[config.mk]
export PLATFORM = sky130hd
export DESIGN_NAME = rec_order_sched
export DESIGN_NICKNAME = d
export VERILOG_FILES = /design/src/rtl/rec_order_sched_pkg.sv /design/src/rtl/rec_order_sched_fifo.sv /design/src/rtl/rec_order_sched.sv
export SDC_FILE = /design/constraint.sdc
export NUM_CORES = 1
export LEC_CHECK = 0
export CORE_UTILIZATION = 50
export CTS_BUF_LIST = sky130_fd_sc_hd__clkbuf_8
export DETAILED_ROUTE_END_ITERATION = 8
export PLACE_DENSITY = 0.74
export SKIP_CTS_REPAIR_TIMING = 1
export SYNTH_ARGS = -nofsm -noshare
export SYNTH_HDL_FRONTEND = slang
export SYNTH_SLANG_ARGS = --single-unit
[constraint.sdc]
create_clock -name clk -period 9.9 [get_ports clk]
set_clock_uncertainty 0.15 [all_clocks]
set_input_delay 1.98 -clock clk [delete_from_list [all_inputs] [get_ports clk]]
set_output_delay 1.98 -clock clk [all_outputs]
set_load 0.1 [all_outputs]
[src/rtl/rec_order_sched_pkg.sv]
// Shared types, defaults and the round-robin pick helper for the order scheduler.
package rec_order_sched_pkg;

    typedef enum logic [1:0] {
        IDLE,
        LOAD,
        STREAM,
        DONE
    } state_e;

    localparam int unsigned ORDER_IMGS_DEF  = 50;
    localparam int unsigned ORDER_DEPTH_DEF = 5;
    localparam int unsigned RR_MAX          = 32;

    // First set bit of req at or above ptr, wrapping within n bits; returns n when none.
    function automatic int unsigned rr_pick(input logic [RR_MAX-1:0] req,
                                            input int unsigned        ptr,
                                            input int unsigned        n);
        int unsigned idx;
        rr_pick = n;
        for (int unsigned k = 0; k < RR_MAX; k++) begin
            if (k < n) begin
                idx = ptr + k;
                if (idx >= n) idx = idx - n;
                if (rr_pick == n && req[idx[$clog2(RR_MAX)-1:0]]) rr_pick = idx;
            end
        end
    endfunction

endpackage

[src/rtl/rec_order_sched_fifo.sv]
// Synchronous FIFO of requester IDs; push when full and pop when empty are ignored.
module order_id_fifo #(
    parameter int unsigned WIDTH = 2,
    parameter int unsigned DEPTH = 5,
    localparam int unsigned CW   = $clog2(DEPTH + 1),
    localparam int unsigned PW   = (DEPTH > 1) ? $clog2(DEPTH) : 1
) (
    input  logic             clk,
    input  logic             rst_n,
    input  logic             push,
    input  logic [WIDTH-1:0] push_id,
    input  logic             pop,
    output logic [WIDTH-1:0] head,
    output logic [CW-1:0]    count,
    output logic             full,
    output logic             empty
);

    logic [WIDTH-1:0] mem_q [DEPTH];
    logic [PW-1:0]    wr_q, rd_q;
    logic [CW-1:0]    cnt_q;
    logic             do_push, do_pop;

    assign full    = (cnt_q == CW'(DEPTH));
    assign empty   = (cnt_q == '0);
    assign do_push = push && !full;
    assign do_pop  = pop && !empty;
    assign head    = mem_q[rd_q];
    assign count   = cnt_q;

    always_ff @(posedge clk) begin
        if (do_push) mem_q[wr_q] <= push_id;
    end

    always_ff @(posedge clk or negedge rst_n) begin
        if (!rst_n) begin
            wr_q  <= '0;
            rd_q  <= '0;
            cnt_q <= '0;
        end else begin
            if (do_push) wr_q <= (wr_q == PW'(DEPTH - 1)) ? '0 : wr_q + 1'b1;
            if (do_pop)  rd_q <= (rd_q == PW'(DEPTH - 1)) ? '0 : rd_q + 1'b1;
            case ({do_push, do_pop})
                2'b10:   cnt_q <= cnt_q + 1'b1;
                2'b01:   cnt_q <= cnt_q - 1'b1;
                default: cnt_q <= cnt_q;
            endcase
        end
    end

endmodule

[src/rtl/rec_order_sched.sv]
// Round-robin order arbiter feeding an ID queue, and the sequencer that gates
// rec_en for ORDER_IMGS beats per order before reporting completion.
module rec_order_sched
    import rec_order_sched_pkg::*;
#(
    parameter int unsigned NREQ        = 4,
    parameter int unsigned ORDER_DEPTH = ORDER_DEPTH_DEF,
    parameter int unsigned ORDER_IMGS  = ORDER_IMGS_DEF,
    parameter int unsigned IDW         = 2
) (
    input  logic            clk,
    input  logic            rst_n,
    input  logic [NREQ-1:0] req,
    output logic [NREQ-1:0] ack,
    input  logic            on,
    input  logic            off,
    input  logic            valid,
    input  logic            abort,
    output logic            rec_en,
    output logic            order_come,
    output logic [IDW-1:0]  cur_id,
    output logic [5:0]      beat_cnt,
    output logic [NREQ-1:0] done,
    output logic            aborted,
    output logic            order_full,
    output logic            no_order,
    output logic            busy
);

    localparam int unsigned CW = $clog2(ORDER_DEPTH + 1);

    state_e            state_q, state_d;
    logic [NREQ-1:0]   ack_q, ack_d;
    logic              order_come_q, order_come_d;
    logic [IDW-1:0]    rr_q, rr_d;
    logic [IDW-1:0]    cur_id_q, cur_id_d;
    logic [5:0]        beat_q, beat_d;
    logic              aborted_q, aborted_d;
    logic              push, pop, q_full, q_empty;
    logic [IDW-1:0]    push_id, head;
    logic [CW-1:0]     q_count;
    logic [RR_MAX-1:0] req_ext;
    int unsigned       pick;

    order_id_fifo #(
        .WIDTH (IDW),
        .DEPTH (ORDER_DEPTH)
    ) u_fifo (
        .clk     (clk),
        .rst_n   (rst_n),
        .push    (push),
        .push_id (push_id),
        .pop     (pop),
        .head    (head),
        .count   (q_count),
        .full    (q_full),
        .empty   (q_empty)
    );

    // A requester whose ack is still visible has not had a chance to drop req yet.
    always_comb begin
        req_ext              = '0;
        req_ext[NREQ-1:0]    = req & ~ack_q;
        pick                 = rr_pick(req_ext, 32'(rr_q), NREQ);
        push                 = 1'b0;
        push_id              = '0;
        ack_d                = '0;
        order_come_d         = 1'b0;
        rr_d                 = rr_q;
        if (!q_full && pick < NREQ) begin
            push         = 1'b1;
            push_id      = IDW'(pick);
            ack_d        = NREQ'(1) << pick;
            order_come_d = 1'b1;
            rr_d         = (pick + 1 >= NREQ) ? '0 : IDW'(pick + 1);
        end
    end

    always_comb begin
        state_d   = state_q;
        cur_id_d  = cur_id_q;
        beat_d    = beat_q;
        aborted_d = 1'b0;
        pop       = 1'b0;
        rec_en    = 1'b0;
        done      = '0;
        case (state_q)
            IDLE: begin
                if (!q_empty && on && !off) state_d = LOAD;
            end
            LOAD: begin
                pop      = 1'b1;
                cur_id_d = head;
                beat_d   = '0;
                state_d  = STREAM;
            end
            STREAM: begin
                rec_en = on && !off;
                if (abort) begin
                    state_d   = IDLE;
                    aborted_d = 1'b1;
                end else if (rec_en && valid) begin
                    beat_d = beat_q + 6'd1;
                    if (beat_d == 6'(ORDER_IMGS)) state_d = DONE;
                end
            end
            DONE: begin
                done    = NREQ'(1) << cur_id_q;
                state_d = IDLE;
            end
            default: state_d = IDLE;
        endcase
    end

    always_ff @(posedge clk or negedge rst_n) begin
        if (!rst_n) begin
            state_q      <= IDLE;
            ack_q        <= '0;
            order_come_q <= 1'b0;
            rr_q         <= '0;
            cur_id_q     <= '0;
            beat_q       <= '0;
            aborted_q    <= 1'b0;
        end else begin
            state_q      <= state_d;
            ack_q        <= ack_d;
            order_come_q <= order_come_d;
            rr_q         <= rr_d;
            cur_id_q     <= cur_id_d;
            beat_q       <= beat_d;
            aborted_q    <= aborted_d;
        end
    end

    assign ack        = ack_q;
    assign order_come = order_come_q;
    assign cur_id     = cur_id_q;
    assign beat_cnt   = beat_q;
    assign aborted    = aborted_q;
    assign order_full = q_full;
    assign no_order   = (q_count == '0) && (state_q == IDLE);
    assign busy       = (state_q != IDLE);

endmodule

==> results.yml, run 1 <==
cts:
  cts-root-buf: "clkbuf_8"
  htreeDepth: 2
  clock_latency_ns: 0.29
  cts_tree: "done"
  cts.sink_count: 37
  clock_path_buffers: 2
  clkSlewWorstSetupHoldPaths_ns: 0.07
  cts-buffers-inserted: 5
floorplan:
  start_util: 0.529
  core-area_mm2: 0.00441
  die_w_um: 70.3
  dieArea_mm2: 0.00495
  num_rows: 24
  num_io_pins: 32
  dieHeight_um: 70.3
layout:
  synthToLayoutAreaGrowth_pct: 21.8
  layout.cells.non_filler: 326
  antennaDiodeCount: 0
  fin_util: 0.644
  nets: 302
  drive_above_1_share: 0.102
  postLayoutCellArea_mm2: 0.00284
timing:
  max_freq_mhz: 163
  setup_ws_ns: 3.78
  fin_crit_sh: 0.618
  final_hold_viol_count: 0
  worst_pin_slew_ns: 0.984
  timing.hold.ws_ns: 0.346
  slew_violations: 0
  period_minus_slack_ns: 6.12
  rsz0062_at_grt: "no"
  finalSetupTns_ns: 0
  finalSetupViolCount: 0
  max_slew_margin: 0.342
min_path:
  hp-class: "reg -> reg"
  hp-start: "u_fifo.count[2]"
synthesis:
  synth.most_common_cell: "dfrtp_1"
  synthArstFlopShare: 0.730
  yosys_warnings: 0
  avgSynthCellArea_um2: 10.2
  yosysTopAreaCell: "dfrtp_1"
  seq_area_frac_synth: 0.418
  synthTopCellsByCount: "dfrtp_1, nand2_1, ha_1"
  yosys_most_used_dff: "dfrtp_1"
  synth_seq_cells: 37
  synth_cell_types: 55
  ys_top_cells_by_area: "dfrtp_1, edfxtp_1, ha_1"
  synth_edf_count: 10
  yosysTopAreaCellShare: 0.289
  synth_area_mm2: 0.00233
  syn_inst: 228
worst_setup_path:
  crit_start: "on"
  crit_chain: "clkdlybuf4s50_1 > nor4bb_1 > clkdlybuf4s50_1"
  start_kind: "input pin"
  crit_required_ns: 7.77
  cp_max_fo: 2
  max_stage_delay_ns: 1.20
  path_common_cell: "clkdlybuf4s50_1"
  crit_slowest_cell: "clkdlybuf4s50_1"
  worstPathArrival_ns: 3.99
  end_kind: "output port"
  r2r_start: "rr_q[1]"
  crit_type: "in -> out"
drt:
  firstDrtPassIters: 4
  route.vias.total: 1812
  drc_errors: 0
  drt_iter0_drc: 122
  final_antenna_net_count: 0
  wl_per_cell_um: 14.3
  drt_wl_total_um: 4650
  vias_per_cell: 5.56
global_route:
  grt_start_max_net_pins: 28
  antenna_found_initial: 0
  grt_pass1_wl_um: 8180
  grt_pass1_vias: 1747
  track_usage: 0.213
  grt_overflow_total: 0
placement:
  place.gp.congestion: 0.769
  placed_cells: 318
  placed_area_mm2: 0.00273
  dpl_worst_slack_ns: 3.80
  port_buffers: 31
  hpwl_um: 3410
pwr:
  p_per_area_mw_per_mm2: 284
  vdd_drop_max_mv: 0.175
  power_mw: 0.807
  p_leak_nw: 1.17
job:
  cap_violations: 0
status:
  outcome: "complete, no violations"
[layer usage]
layer,share of wire,GRT usage,vias to the layer above
met1,0.48,0.300,874
met3,0.031,0.0418,8
met5,0,0,-
met2,0.47,0.322,25
li1,-,-,905
met4,0.016,0.0844,0
[layout make-up]
cell class	count	area, µm²
clock buffer	5	68.8
clock inverter	3	46.3
fill	370	1570
inverter	16	60.1
multi-input combinational	181	1310
sequential	37	976
tap	52	65.1
timing repair buffer	32	318
[cells in the final DEF, fill, tap and decap left out, types with 3 or more instances in the layout]
cell / instances
nand3_1: 9
nand2_1: 20
conb_1: 14
nor2_1: 9
o21ai_1: 15
nor3_1: 5
inv_1: 14
nand3b_1: 7
o21ai_0: 7
clkdlybuf4s50_1: 31
or3b_1: 3
a21oi_1: 8
ha_1: 18
clkbuf_8: 5
nand2b_1: 9
nor4_1: 4
dfrtp_1: 27
a211oi_1: 4
xor2_1: 4
edfxtp_1: 10
[cells by family after synthesis]
group	count (synthesis)	synth area share
simple gates	83	0.206
flops	37	0.418
mux	6	0.0375
compound gates	54	0.170
other cells	2	0.00322
fa+ha+maj	19	0.105
xor+xnor	5	0.0188
buf+inv	22	0.0407
[path summary, 6_finish.rpt]
check / end / slack [ns] / cells after the start
min reg2reg: u_fifo.count[2] / 0.35 / 1
min in group asynchronous: u_fifo.wr_q[1] / 1.91 / 2
min: u_fifo.count[2] / 0.35 / 1
max reg2reg: u_fifo.count[2] / 5.88 / 12
max in group asynchronous: order_come / 7.41 / 2
max: rec_en / 3.78 / 3
[registers in the layout, indices dropped and copies added (netlist names), 3 cells and up]
register and count:
u_fifo.rd_q 3, u_fifo.mem_q 10, ack 4, u_fifo.count 3
beat_cnt 6, u_fifo.wr_q 3
[critical path: cells and delay by family]
kind          cells  cell delay [ns]
simple gates      1             0.34
buf+inv           2             1.66
[power by group]
group          internal (mW)  switching (mW)  leakage (nW)  total (mW)
combinational          0.132           0.277         0.669       0.410
sequential             0.215          0.0502         0.443       0.265
clock                 0.0754          0.0572        0.0543       0.133
Power figures use the tool's default switching activity.
==> run 2, diff against run 1 <==
--- a/config.mk
+++ b/config.mk
@@ -8,7 +8,7 @@
 export CORE_UTILIZATION = 50
 export CTS_BUF_LIST = sky130_fd_sc_hd__clkbuf_8
 export DETAILED_ROUTE_END_ITERATION = 8
-export PLACE_DENSITY = 0.74
+export PLACE_DENSITY = 0.77
 export SKIP_CTS_REPAIR_TIMING = 1
 export SYNTH_ARGS = -nofsm -noshare
 export SYNTH_HDL_FRONTEND = slang
==> constraint.sdc (replaced) <==
create_clock -name clk -period 5.6 [get_ports clk]
set_clock_uncertainty 0.15 [all_clocks]
set_input_delay 1.12 -clock clk [delete_from_list [all_inputs] [get_ports clk]]
set_output_delay 1.12 -clock clk [all_outputs]
set_load 0.1 [all_outputs]
==> results.yml, run 2 (synthesized netlist as in run 1, its figures left out) <==
worst_setup_path:
  path_delay_family: "compound AO/OA/AOI/OAI gates"
  crit_path_end: "u_fifo.count[2]"
  worstPathArrival_ns: 4.00
  max_stage_delay_ns: 0.64
  start_kind: "input pin"
  crit_slowest_cell: "o32ai_4"
  crit_required_ns: 5.65
  cp_max_fo: 18
  end_kind: "register"
  r2r_start: "rr_q[0]"
  reg2reg_slack_ns: 1.67
  path_buf_inv: 2
  crit_type: "in -> reg"
  crit_start: "req[3]"
  crit_cells: 11
  path_common_cell: "xor2_1"
  timing.rr.end: "u_fifo.count[2]"
  crit_chain: "clkdlybuf4s50_1 > or3b_4 > a221oi_4 > a31o_2 > o32ai_4 > ha_1 > inv_1 > fa_1 > xor2_1 > nor2_1 > xor2_1"
  worst_r2r_path_depth: 12
cts:
  cts-root-buf: "clkbuf_8"
  htreeDepth: 2
  clock_path_buffers: 2
  cts_tree: "done"
  cts.sink_count: 37
  clkSlewWorstSetupHoldPaths_ns: 0.07
  clock_latency_ns: 0.28
  cts-buffers-inserted: 5
placement:
  hpwl_um: 3340
  port_buffers: 31
  placed_area_mm2: 0.00273
  dpl_worst_slack_ns: 1.35
  place.gp.congestion: 0.874
global_route:
  track_usage: 0.186
  grt_pass1_wl_um: 7360
  grt_pass1_vias: 1693
  antenna_found_initial: 0
  top_usage_layer: "met2"
  use_met1: 0.247
  grt_start_max_net_pins: 28
  grt_overflow_total: 0
  met2_usage: 0.303
  grtUsageMet3: 0.0317
min_path:
  min_path_cells: 1
  hp-class: "reg -> reg"
  hp-start: "u_fifo.count[2]"
drt:
  firstDrtPassIters: 4
  final_antenna_net_count: 0
  vias_per_cell: 5.48
  wl_per_cell_um: 13.3
  drc_errors: 0
  drt_iter0_drc: 78
  route.vias.total: 1787
  drt_wl_total_um: 4350
status:
  outcome: "complete, no violations"
layout:
  nets: 302
  mostFrequentLayoutCells: "clkdlybuf4s50_1, dfrtp_1, nand2_1"
  drive_above_1_share: 0.106
  postLayoutCellArea_mm2: 0.00283
  antennaDiodeCount: 0
  synthToLayoutAreaGrowth_pct: 21.1
  top_register: "u_fifo.mem_q"
  mostFrequentLayoutCell: "clkdlybuf4s50_1"
  largest_reg_flops: 10
timing:
  max_freq_mhz: 254
  slew_violations: 0
  worst_pin_slew_ns: 0.980
  final_hold_viol_count: 0
  max_slew_margin: 0.345
  fin_crit_sh: 0.704
  rsz0062_at_grt: "no"
  finalSetupViolCount: 0
  finalSetupTns_ns: 0
  setup_ws_ns: 1.66
  period_minus_slack_ns: 3.94
pwr:
  p_per_area_mw_per_mm2: 492
  vdd_drop_max_mv: 0.306
  p_leak_nw: 1.17
floorplan:
  dieArea_mm2: 0.00495
  core-area_mm2: 0.00441
  die_w_um: 70.3
  dieHeight_um: 70.3
  start_util: 0.529
  num_rows: 24
  num_io_pins: 32
job:
  cap_violations: 0
[run 2: layout make-up]
cell class                      count  area [µm²]
Fill cell                         368        1590
Multi-Input combinational cell    181        1310
Sequential cell                    37         976
Timing Repair Buffer               32         315
Clock buffer                        7        96.3
Tap cell                           52        65.1
Inverter                           16        60.1
Clock inverter                      1        5.00
[run 2: stage by stage]
| step | instances | hold slack (ns) | util | total power, mW |
|---|---|---|---|---|
| 5_1_grt | 326 | 0.394 | 0.640 | 1.47 |
| 6_report | 326 | 0.356 | 0.640 | 1.39 |
| 3_5_place_dp | 318 | 0.344 | 0.617 | 1.20 |
| 4_1_cts | 326 | 0.354 | 0.640 | 1.40 |
| 2_1_floorplan | 240 | 0.314 | - | 1.04 |
| 3_3_place_gp | 318 | 0.342 | 0.617 | 1.18 |
[run 2: how the worst min path moves through the flow]
stage	end	slack [ns]
floorplan	u_fifo.count[2]	0.31
global placement	u_fifo.count[2]	0.34
detailed placement	u_fifo.count[2]	0.34
CTS	u_fifo.count[2]	0.35
global route	u_fifo.count[2]	0.39
finish	u_fifo.count[2]	0.36
[run 2: power breakdown]
part           total [mW]  switching (mW)  internal (mW)
clock network       0.198          0.0868          0.111
logic               0.726           0.490          0.236
registers           0.467          0.0874          0.380
[run 2: metal layers]
layer / share of wire / up-vias
met4: 0.014 / 0
li1: - / 906
met2: 0.48 / 34
met3: 0.030 / 6
met1: 0.48 / 841
met5: 0 / -
==> run 3, diff against run 2 <==
==> constraint.sdc (replaced) <==
create_clock -name clk -period 3.5 [get_ports clk]
set_clock_uncertainty 0.15 [all_clocks]
set_input_delay 0.7 -clock clk [delete_from_list [all_inputs] [get_ports clk]]
set_output_delay 0.7 -clock clk [all_outputs]
set_load 0.1 [all_outputs]
==> results.yml, run 3 (synthesized netlist as in run 1, its figures left out) <==
drt:
  drc_errors: 0
  final_antenna_net_count: 0
  drt_wl_total_um: 4480
  vias_per_cell: 5.41
  wl_per_cell_um: 13.4
  drt_iter0_drc: 87
  route.vias.total: 1803
  firstDrtPassIters: 4
floorplan:
  num_rows: 24
  dieHeight_um: 70.3
  start_util: 0.529
  dieArea_mm2: 0.00495
  num_io_pins: 32
  core-area_mm2: 0.00441
  die_w_um: 70.3
layout:
  top_register: "u_fifo.mem_q"
  antennaDiodeCount: 0
  nets: 309
  drive_above_1_share: 0.210
  layout.cells.non_filler: 333
  largest_reg_flops: 10
  mostFrequentLayoutCell: "buf_4"
  fin_util: 0.645
  mostFrequentLayoutCells: "buf_4, dfrtp_1, nand2_1"
  synthToLayoutAreaGrowth_pct: 21.9
  fillers: 380
cts:
  cts.sink_count: 37
  clkSlewWorstSetupHoldPaths_ns: 0.07
  cts-buffers-inserted: 5
  cts-root-buf: "clkbuf_8"
  htreeDepth: 2
  cts_tree: "done"
  clock_latency_ns: 0.28
  clock_path_buffers: 2
global_route:
  track_usage: 0.202
  grt_overflow_total: 0
  grt_pass1_wl_um: 7910
  antenna_found_initial: 0
  grt_pass1_vias: 1710
  grt_start_max_net_pins: 28
min_path:
  hp-start: "u_fifo.count[2]"
  hp-class: "reg -> reg"
  whs_endpoint: "u_fifo.count[2]"
  min_path_cells: 1
timing:
  slew_violations: 0
  setup_ws_ns: 0.233
  final_hold_viol_count: 0
  finalSetupTns_ns: 0
  finalSetupViolCount: 0
  max_freq_mhz: 306
  rsz0062_at_grt: "no"
  fin_crit_sh: 0.933
  period_minus_slack_ns: 3.27
worst_setup_path:
  worst_r2r_path_depth: 12
  r2r_start: "rr_q[1]"
  crit_type: "reg -> reg"
  start_kind: "register"
  reg2reg_slack_ns: 0.23
  crit_required_ns: 3.52
  timing.rr.end: "u_fifo.count[2]"
  cp_max_fo: 11
  worstPathArrival_ns: 3.29
  end_kind: "register"
placement:
  hpwl_um: 3430
  dpl_worst_slack_ns: 0.00439
  placed_cells: 325
  place.gp.congestion: 0.788
  port_buffers: 31
job:
  cap_violations: 0
status:
  outcome: "complete, no violations"
pwr:
  p_per_area_mw_per_mm2: 779
  p_leak_nw: 1.25
  vdd_drop_max_mv: 0.455
run 3: cell count changes in the layout (fill, tap and decap cells not counted), sizes merged:
cell,before,now
clkinv,1,2
clkdlybuf4s50,30,9
buf,2,30
clkbuf,7,5
inv,16,17
run 3: worst max-delay path by stage:
stage / start / endpoint / slack, ns / cells after the start
2_1_floorplan: rr_q[0] / u_fifo.count[2] / 0.08 / 15
3_3_place_gp: req[3] / u_fifo.mem_q[3][0] / 0.11 / 7
3_5_place_dp: req[3] / rr_q[1] / 0.004 / 9
4_1_cts: rr_q[1] / u_fifo.count[2] / 0.26 / 12
5_1_grt: rr_q[1] / u_fifo.count[2] / 0.07 / 12
6_report: rr_q[1] / u_fifo.count[2] / 0.23 / 12
run 3: power breakdown:
group	internal, mW	switching, mW
combinational	0.390	0.794
clock	0.135	0.143
sequential	0.608	0.146
run 3: per-layer routing:
metal / global-route usage / share of wire / vias up
met2: 0.305 / 0.49 / 23
met1: 0.286 / 0.48 / 863
li1: - / - / 913
met4: 0.0600 / 0.0092 / 0
met5: 0 / 0 / -
met3: 0.0519 / 0.029 / 4
run 3: layout make-up:
| cell class | count | area [µm²] | area share |
|---|---|---|---|
| flip-flops and latches | 37 | 976 | 0.343 |
| repair buffers | 39 | 328 | 0.115 |
| well taps | 52 | 65.1 | 0.0229 |
| inverters | 16 | 60.1 | 0.0211 |
| clock buffers | 5 | 68.8 | 0.0242 |
| multi-input cells | 181 | 1330 | 0.469 |
| clock inverters | 3 | 13.8 | 0.00484 |
run 3: metrics by stage:
stage,hold WS [ns],area (µm²),total power [mW]
global route,0.391,2850,2.35
CTS,0.354,2850,2.23
floorplan,0.254,2400,1.67
detailed placement,0.344,2760,1.95
finish,0.356,2850,2.22
global placement,0.337,2760,1.91
run 3: critical path, stage by stage (launching register included):
cell	delay, ns
dfrtp_1	0.36
inv_1	0.11
ha_1	0.54
or3b_2	0.21
o2111ai_1	0.11
mux2_2	0.33
o32ai_4	0.27
ha_1	0.22
inv_1	0.07
fa_1	0.38
xor2_1	0.19
nor2_1	0.07
xor2_1	0.14
